--- src/rtl/async_fifo_read_sched.sv ---
// -----------------------------------------------------------------------------
// async_fifo_read_sched
//
// Read-side scheduler for an asynchronous FIFO read channel. Shares the single
// FIFO read port among NUM_REQ consumers in the read clock domain:
//   - round-robin arbitration in an IDLE cycle, starting at rr_ptr
//   - the grant is held for a burst of up to MAX_BURST pops
//   - each popped word is returned two cycles after its pop, tagged with the
//     index of the requester that owned the grant when it was popped
//
// Parameters:
//   FIFO_DATA_WIDTH  width of read_data / rsp_data
//   NUM_REQ          number of requesters (>= 2)
//   MAX_BURST        maximum pops per grant (>= 1)
//
// Ports:
//   read_clk         read-domain clock
//   read_reset       synchronous, active-high reset
//   req              per-requester level request
//   gnt              one-hot grant (registered)
//   read_fifo_pop    pop strobe to the FIFO (combinational, BURST only)
//   read_fifo_empty  FIFO empty flag
//   read_data        FIFO read data, valid the cycle after a pop
//   rsp_valid        response word valid (registered)
//   rsp_data         response word (registered)
//   rsp_id           requester index owning rsp_data (registered)
//   pop_count        total pops since reset, wrapping (only when the
//                    ASYNC_FIFO_READ_SCHED_STATS_EN macro is defined)
//
// Optional feature macro: ASYNC_FIFO_READ_SCHED_STATS_EN
// -----------------------------------------------------------------------------
module async_fifo_read_sched #(
    parameter int unsigned FIFO_DATA_WIDTH = 32,
    parameter int unsigned NUM_REQ         = 4,
    parameter int unsigned MAX_BURST       = 8,
    localparam int unsigned ID_W           = (NUM_REQ > 1) ? $clog2(NUM_REQ) : 1,
    localparam int unsigned BC_W           = $clog2(MAX_BURST + 1)
) (
    input  logic                       read_clk,
    input  logic                       read_reset,
    input  logic [NUM_REQ-1:0]         req,
    output logic [NUM_REQ-1:0]         gnt,
    output logic                       read_fifo_pop,
    input  logic                       read_fifo_empty,
    input  logic [FIFO_DATA_WIDTH-1:0] read_data,
    output logic                       rsp_valid,
    output logic [FIFO_DATA_WIDTH-1:0] rsp_data,
    output logic [ID_W-1:0]            rsp_id
`ifdef ASYNC_FIFO_READ_SCHED_STATS_EN
    ,
    output logic [31:0]                pop_count
`endif
);

    typedef enum logic [0:0] {
        StIdle,
        StBurst
    } state_e;

    // -------------------------------------------------------------------------
    // State
    // -------------------------------------------------------------------------
    state_e                     state_q, state_d;
    logic [NUM_REQ-1:0]         gnt_q, gnt_d;
    logic [ID_W-1:0]            gnt_id_q, gnt_id_d;
    logic [ID_W-1:0]            rr_ptr_q, rr_ptr_d;
    logic [BC_W-1:0]            beat_cnt_q, beat_cnt_d;

    logic                       pop_d1_q, pop_d1_d;
    logic [ID_W-1:0]            id_d1_q, id_d1_d;
    logic                       rsp_valid_q, rsp_valid_d;
    logic [FIFO_DATA_WIDTH-1:0] rsp_data_q, rsp_data_d;
    logic [ID_W-1:0]            rsp_id_q, rsp_id_d;

    // -------------------------------------------------------------------------
    // Round-robin pick: first set request at or after rr_ptr, wrapping.
    // The index is folded back by subtraction so non-power-of-2 NUM_REQ
    // never produces an out-of-range requester.
    // -------------------------------------------------------------------------
    logic            arb_found;
    logic [ID_W-1:0] arb_id;

    always_comb begin
        int unsigned idx;
        arb_found = 1'b0;
        arb_id    = '0;
        idx       = 0;
        for (int unsigned i = 0; i < NUM_REQ; i++) begin
            idx = int'(rr_ptr_q) + i;
            if (idx >= NUM_REQ) begin
                idx = idx - NUM_REQ;
            end
            if (!arb_found && req[ID_W'(idx)]) begin
                arb_found = 1'b1;
                arb_id    = ID_W'(idx);
            end
        end
    end

    // -------------------------------------------------------------------------
    // Pop strobe. Reset also gates the strobe so no word is pulled from the
    // FIFO in a cycle whose response pipeline is being cleared.
    // -------------------------------------------------------------------------
    logic owner_req;
    logic beats_left;
    logic last_beat;
    logic pop;

    assign owner_req  = req[gnt_id_q];
    assign beats_left = (beat_cnt_q < BC_W'(MAX_BURST));
    assign last_beat  = (beat_cnt_q == BC_W'(MAX_BURST - 1));
    assign pop        = (state_q == StBurst) && owner_req && !read_fifo_empty
                        && beats_left && !read_reset;

    // Next round-robin pointer after the current owner, wrap without overflow.
    logic [ID_W-1:0] next_ptr;
    assign next_ptr = (gnt_id_q == ID_W'(NUM_REQ - 1)) ? '0 : gnt_id_q + ID_W'(1);

    // -------------------------------------------------------------------------
    // FSM next state and grant bookkeeping
    // -------------------------------------------------------------------------
    always_comb begin
        state_d    = state_q;
        gnt_d      = gnt_q;
        gnt_id_d   = gnt_id_q;
        rr_ptr_d   = rr_ptr_q;
        beat_cnt_d = beat_cnt_q;

        unique case (state_q)
            StIdle: begin
                gnt_d = '0;
                if (arb_found) begin
                    gnt_d      = NUM_REQ'(1) << arb_id;
                    gnt_id_d   = arb_id;
                    beat_cnt_d = '0;
                    state_d    = StBurst;
                end
            end
            StBurst: begin
                if (pop) begin
                    beat_cnt_d = beat_cnt_q + BC_W'(1);
                end
                // Empty FIFO only stalls; dropping req or the final beat releases.
                if (!owner_req || (pop && last_beat)) begin
                    gnt_d    = '0;
                    rr_ptr_d = next_ptr;
                    state_d  = StIdle;
                end
            end
            default: begin
                state_d = StIdle;
                gnt_d   = '0;
            end
        endcase
    end

    // -------------------------------------------------------------------------
    // Response pipeline: pop -> (pop_d1, id_d1) -> sample read_data -> rsp
    // -------------------------------------------------------------------------
    always_comb begin
        pop_d1_d    = pop;
        id_d1_d     = gnt_id_q;
        rsp_valid_d = pop_d1_q;
        rsp_data_d  = rsp_data_q;
        rsp_id_d    = rsp_id_q;
        if (pop_d1_q) begin
            rsp_data_d = read_data;
            rsp_id_d   = id_d1_q;
        end
    end

    always_ff @(posedge read_clk) begin
        if (read_reset) begin
            state_q     <= StIdle;
            gnt_q       <= '0;
            gnt_id_q    <= '0;
            rr_ptr_q    <= '0;
            beat_cnt_q  <= '0;
            pop_d1_q    <= 1'b0;
            id_d1_q     <= '0;
            rsp_valid_q <= 1'b0;
            rsp_data_q  <= '0;
            rsp_id_q    <= '0;
        end else begin
            state_q     <= state_d;
            gnt_q       <= gnt_d;
            gnt_id_q    <= gnt_id_d;
            rr_ptr_q    <= rr_ptr_d;
            beat_cnt_q  <= beat_cnt_d;
            pop_d1_q    <= pop_d1_d;
            id_d1_q     <= id_d1_d;
            rsp_valid_q <= rsp_valid_d;
            rsp_data_q  <= rsp_data_d;
            rsp_id_q    <= rsp_id_d;
        end
    end

    assign gnt           = gnt_q;
    assign read_fifo_pop = pop;
    assign rsp_valid     = rsp_valid_q;
    assign rsp_data      = rsp_data_q;
    assign rsp_id        = rsp_id_q;

    // -------------------------------------------------------------------------
    // Optional pop statistics
    // -------------------------------------------------------------------------
`ifdef ASYNC_FIFO_READ_SCHED_STATS_EN
    logic [31:0] pop_count_q, pop_count_d;

    always_comb begin
        pop_count_d = pop_count_q;
        if (pop) begin
            pop_count_d = pop_count_q + 32'd1;
        end
    end

    always_ff @(posedge read_clk) begin
        if (read_reset) begin
            pop_count_q <= '0;
        end else begin
            pop_count_q <= pop_count_d;
        end
    end

    assign pop_count = pop_count_q;
`else
    // Statistics counter not built.
`endif

endmodule
--- config.mk ---
export PLATFORM = sky130hd
export DESIGN_NAME = async_fifo_read_sched
export DESIGN_NICKNAME = d
export VERILOG_FILES = /design/src/rtl/async_fifo_read_sched.sv
export SDC_FILE = /design/constraint.sdc
export NUM_CORES = 1
export LEC_CHECK = 0
export CAP_MARGIN = 20
export CORE_ASPECT_RATIO = 0.7
export CORE_MARGIN = 1
export CORE_UTILIZATION = 42
export DETAILED_ROUTE_END_ITERATION = 8
export GPL_TIMING_DRIVEN = 1
export PLACE_DENSITY = 0.87
export SLEW_MARGIN = 20
export SYNTH_ARGS = -nofsm -noshare
export SYNTH_HDL_FRONTEND = slang
export SYNTH_SLANG_ARGS = --single-unit
--- constraint.sdc ---
create_clock -name read_clk -period 2.5 [get_ports read_clk]
set_input_delay 0.75 -clock read_clk [delete_from_list [all_inputs] [get_ports read_clk]]
set_output_delay 0.75 -clock read_clk [all_outputs]
set_load 0.02 [all_outputs]
# [Word level (Yosys, flattened, before mapping)]
# Index checks and enable logic that the tools add are counted.
[word_totals] elab_cells=86 inputBits=39 ff_bits=51 output_inout_bits=40
[classes] n_addsub=9 n_bitwise=1 n_lt_le_gt_ge=10 mux=32 n_reduce_logical=18 n_eq_ne=5 shifts=1
[ops] cell="2-bit 2-to-1 mux" count=9
[ops] cell="4-bit 2-to-1 mux" count=4
[ops] cell="4-bit case mux with 2 select lines" count=2
[ops] cell="2-bit by 3-bit less-than comparator with 1-bit output (second input constant)" count=5
[ops] cell="1-bit 2-to-1 mux" count=11
[ops] cell="1-bit binary-select mux with 2-bit select" count=5
[ops] cell="3-bit >= comparator (second input constant)" count=3
[ops] cell="1-bit logical AND" count=8
[ops] cell="2-bit by 1-bit subtractor with 2-bit output (second input constant)" count=4
[ops] cell="2-bit by 2-bit adder with 3-bit output (second input constant)" count=2
[ops] cell="1-bit zero test" count=6
[ops] cell="2-bit AND reduction" count=3
[ops] cell="4-bit by 1-bit adder with 4-bit output (second input constant)" count=1
[ops] cell="4-bit by 3-bit equality test with 1-bit output (second input constant)" count=1
[ops] cell="4-bit less-than comparator (second input constant)" count=1
[ops] cell="2-bit by 1-bit inequality test with 1-bit output (second input constant)" count=2
[ops] cell="1-bit by 2-bit << shifter with 4-bit output (first input constant)" count=1
[ops] cell="2-bit by 1-bit adder with 3-bit output (second input constant)" count=1
[ops] cell="2-bit by 3-bit >= comparator with 1-bit output (second input constant)" count=1
[ops] cell="2-bit by 1-bit adder with 2-bit output (second input constant)" count=1
[ops] cell="2-bit equality test (second input constant)" count=1
[ops] cell="2-bit inequality test (second input constant)" count=1
[ops] cell="1-bit case mux with 2 select lines" count=1
[ops] cell="1-bit logical OR" count=1
[ops] cell="1-bit inverter" count=1

# [Logic depth before layout (Yosys ltp)]
[logic_depth] depth_word=17 mapped_depth=6 mapped_depth_nobuf=5

# [Worst setup path before layout]
# Ideal clock, no wire load.
[synth_path] path_type="input to output" startpoint="input port read_reset" endpoint="output port read_fifo_pop" path_slack_ns=0.168 stages=4 n_path_buf=1 required_ns=1.750 arrival_time_ns=1.582 cell_sequence="clkbuf_1 nor4b_4 nand2_1 inv_1"
[synth_via] elab_chain_len=2
[synth_lines] item="start, declared" line_no="40" source="input logic read_reset,"
[synth_lines] item="1-bit zero test" line_no="113" source="&& beats_left && !read_reset;"
[synth_lines] item="1-bit logical AND" line_no="113"
[synth_lines] item="end, declared" line_no="43" source="output logic read_fifo_pop,"
# Every way passes these cells.

# [Final worst setup path]
[layout_path] startpoint="input port req[3]" endpoint="output port read_fifo_pop"
[layout_via] elab_chain_len=6
[layout_lines] item="start, declared" line_no="41" source="input logic [NUM_REQ-1:0] req,"
[layout_lines] item="1-bit binary-select mux with 2-bit select" line_no="109" source="assign owner_req = req[gnt_id_q];"
[layout_lines] item="1-bit 2-to-1 mux (implied by the code)" line_no="109"
[layout_lines] item="1-bit logical AND (2 in series)" line_no="112" source="assign pop = (state_q == StBurst) && owner_req && !read_fifo_empty"
[layout_lines] item="1-bit logical AND (2 in series)" line_no="113"
# Every way passes these cells. The select of a mux whose other input is x is not followed.

==> impl_metrics.yaml <==
setup_path:
  crit_slowest_cell: "mux4_2"
  critPathLaunchType: "input port"
  end_kind: "output port"
  crit_family: "multiplexers"
  critical_path_required_ps: 1750
  cp_cell_sequence: "clkdlybuf4s15_1 -> mux4_2 -> nand2_2 -> inv_2 -> buf_6"
  slowest_delay_ps: 500
  path_buf_inv: 3
  critPathKind: "input port to output port"
  cp.arrival_ps: 1700
  worstPathMaxFanout: 2
power:
  vdd_drop_max_mv: 0.418
  power_density_mw_per_mm2: 560
  power_leakage_nw: 1.11
floorplan:
  start_util_pct: 44.4
  dieHeight_um: 58.9
  coreArea_sq_mm: 0.00438
  rows: 20
  io_pins: 79
  dieArea_sq_mm: 0.00491
  die_w_um: 83.3
sta:
  max_slew_margin_pct: 62.3
  finalHoldViolCount: 0
  layout_setup_ws_ps: 48.2
  rsz0062_at_grt: "false"
  fin_skew_ps: 5.65
  fin_crit_sh_pct: 98.1
  maxSlewViolCount: 0
  worst_pin_slew_ps: 565
  finalCriticalPeriod_ps: 2450
  setup_viol: 0
  holdWs_ps: 471
  fmax_mhz: 408
synth:
  ys_seq_area_share_pct: 52.5
  synthMuxAreaShare_pct: 19.7
  syn_area_sq_mm: 0.00194
  ys_ff_latch: 51
  ys.warnings.count: 0
  synth_flop_cell: "dfxtp_1"
  synthTopCellsByCount: "dfxtp_1, nor2_1, mux2i_1"
  async_reset_ff_share_pct: 0
  ys_top_cells_by_area: "dfxtp_1, mux2i_1, nor2_1"
  synthXorXnorAreaFrac_pct: 0
  synth_edf_count: 0
  synth_area_leader_cell: "dfxtp_1"
  synthSimpleGateAreaFrac_pct: 16.0
  synth_top_area_share_pct: 52.5
  synthAdderAreaFrac_pct: 1.29
  synth_top_family_by_area: "multiplexers"
  ys_types: 30
  syn_area_per_cell_sq_um: 10.3
  synth-compound-area-share_pct: 7.34
  yosysMostFrequentCell: "dfxtp_1"
  synthCells: 189
  syn_nets: 230
cells_and_area:
  drive_gt1_share_pct: 11.2
  fill_cells: 353
  fin_nets: 318
  areaGrowthSynthToFinish_pct: 52.5
  diodes: 0
routing:
  num_vias: 1662
  ant_nets: 0
  wl_per_cell_um: 12.7
  drc: 0
  drt_pre_antenna_iters: 4
  drt-vias-per-instance: 4.99
  routed_wl_mm: 4.21
  drtIter0Drc: 52
clock_tree:
  clockRootBuffer: "clkbuf_8"
  htreeDepth: 2
  clkTransAtPathRegs_ps: 90
  insertion_delay_ps: 300
  clockBufferDepth: 2
  numCtsBuffers: 5
  cts_hold_buf: 0
  cts_tree: "yes"
  cts.sinks: 51
global_routing:
  grt-ovfl-total: 0
  grt_util_all_layers_pct: 18.3
  grt_max_degree: 45
  grt_pass1_wl_mm: 7.00
  grt_pass1_vias: 1548
  grt_antenna_before_repair: 0
place:
  post-place-ws_ps: -624
  hpwl_mm: 3.09
  gp_congestion: 0.908
  place.port_buffers: 78
flow_run:
  maxCapViolCount: 0
outcome:
  status: "complete, no violations"
min_path:
  min_path_type: "register to register"
==> registers in the layout, summed over array words and instances, names as in the netlist <==
| register | count |
|---|---|
| rsp_data | 32 |
| beat_cnt_q | 4 |
| gnt | 4 |
| gnt_id_q | 2 |
| id_d1_q | 2 |
| rr_ptr_q | 2 |
| rsp_id | 2 |
| pop_d1_q | 1 |
| rsp_valid | 1 |
| state_q | 1 |
==> report_power, final <==
group | internal, W | total, W | leakage (nW) | switching, W
registers | 0.000837 | 0.000859 | 0.414 | 0.0000222
logic | 0.000132 | 0.000228 | 0.639 | 0.0000955
clock network | 0.000324 | 0.000574 | 0.0612 | 0.000250
==> through the flow <==
stage / total power, W / setup TNS, ps / util, % / area, sq um / std cells
after floorplan: 0.000980 / 0 / - / 1940 / 189
after global placement: 0.00110 / -606 / 64.9 / 2840 / 324
after detailed placement: 0.00110 / -624 / 64.9 / 2840 / 324
after CTS: 0.00168 / 0 / 67.7 / 2970 / 333
after global routing: 0.00174 / 0 / 67.7 / 2960 / 333
final: 0.00166 / 0 / 67.7 / 2960 / 333
==> final cells by class <==
class / instances / area (sq um) / share of cell area, %
Sequential cell: 51 / 1020 / 34.5
Multi-Input combinational cell: 123 / 865 / 29.2
Clock buffer: 6 / 82.6 / 2.79
Tap cell: 55 / 68.8 / 2.32
Clock inverter: 2 / 35.0 / 1.18
Timing Repair Buffer: 91 / 872 / 29.4
Inverter: 5 / 18.8 / 0.633
==> cell usage in the layout, fill, tap and decap left out, drive strengths merged, types with 3 or more instances in the layout <==
master and count:
clkdlybuf4s50 71, dfxtp 51, nor2 40, mux2i 36
buf 14, clkbuf 7, a21oi 6, inv 5
nor2b 4, a32o 4, o21ai 4, nand2 4
clkdlybuf4s15 3
==> routing by layer <==
layer	vias up	share of wire, %	GRT usage [%]
li1	822	-	-
met1	760	48	23.3
met2	71	43	29.7
met3	9	7.2	4.63
met4	0	1.8	8.37
met5	-	0	0
==> timing repair <==
item                       in CTS  in global routing
setup endpoints to repair       1                  1
resized for setup              16                  3
buffers inserted                1                  0
pin swaps                       1                  0
cloned                          0                  0
==> worst reg2reg max path: cells and delay by family, from the launching register on <==
kind	cells	cell delay, ps
mux	1	550
flops	1	410
simple gates	1	410
compound gates	2	290
buf+inv	1	150
==> kinds of logic (layout without fill, tap and decap cells) <==
logic type	count (synthesis)	after routing
fa+ha+maj	2	2
compound gates	19	19
buf+inv	15	104
simple gates	65	65
flops	51	51
mux	37	37
==> final timing paths <==
path | from | endpoint | slack (ps) | depth (start not counted)
setup / recovery | req[3] | read_fifo_pop | 50 | 5
hold / removal | gnt[1] | gnt[1] | 470 | 1
setup reg to reg | gnt_id_q[0] | rr_ptr_q[0] | 620 | 5
hold reg to reg | gnt[1] | gnt[1] | 470 | 1
No activity file was read; power rests on OpenSTA's default activity.
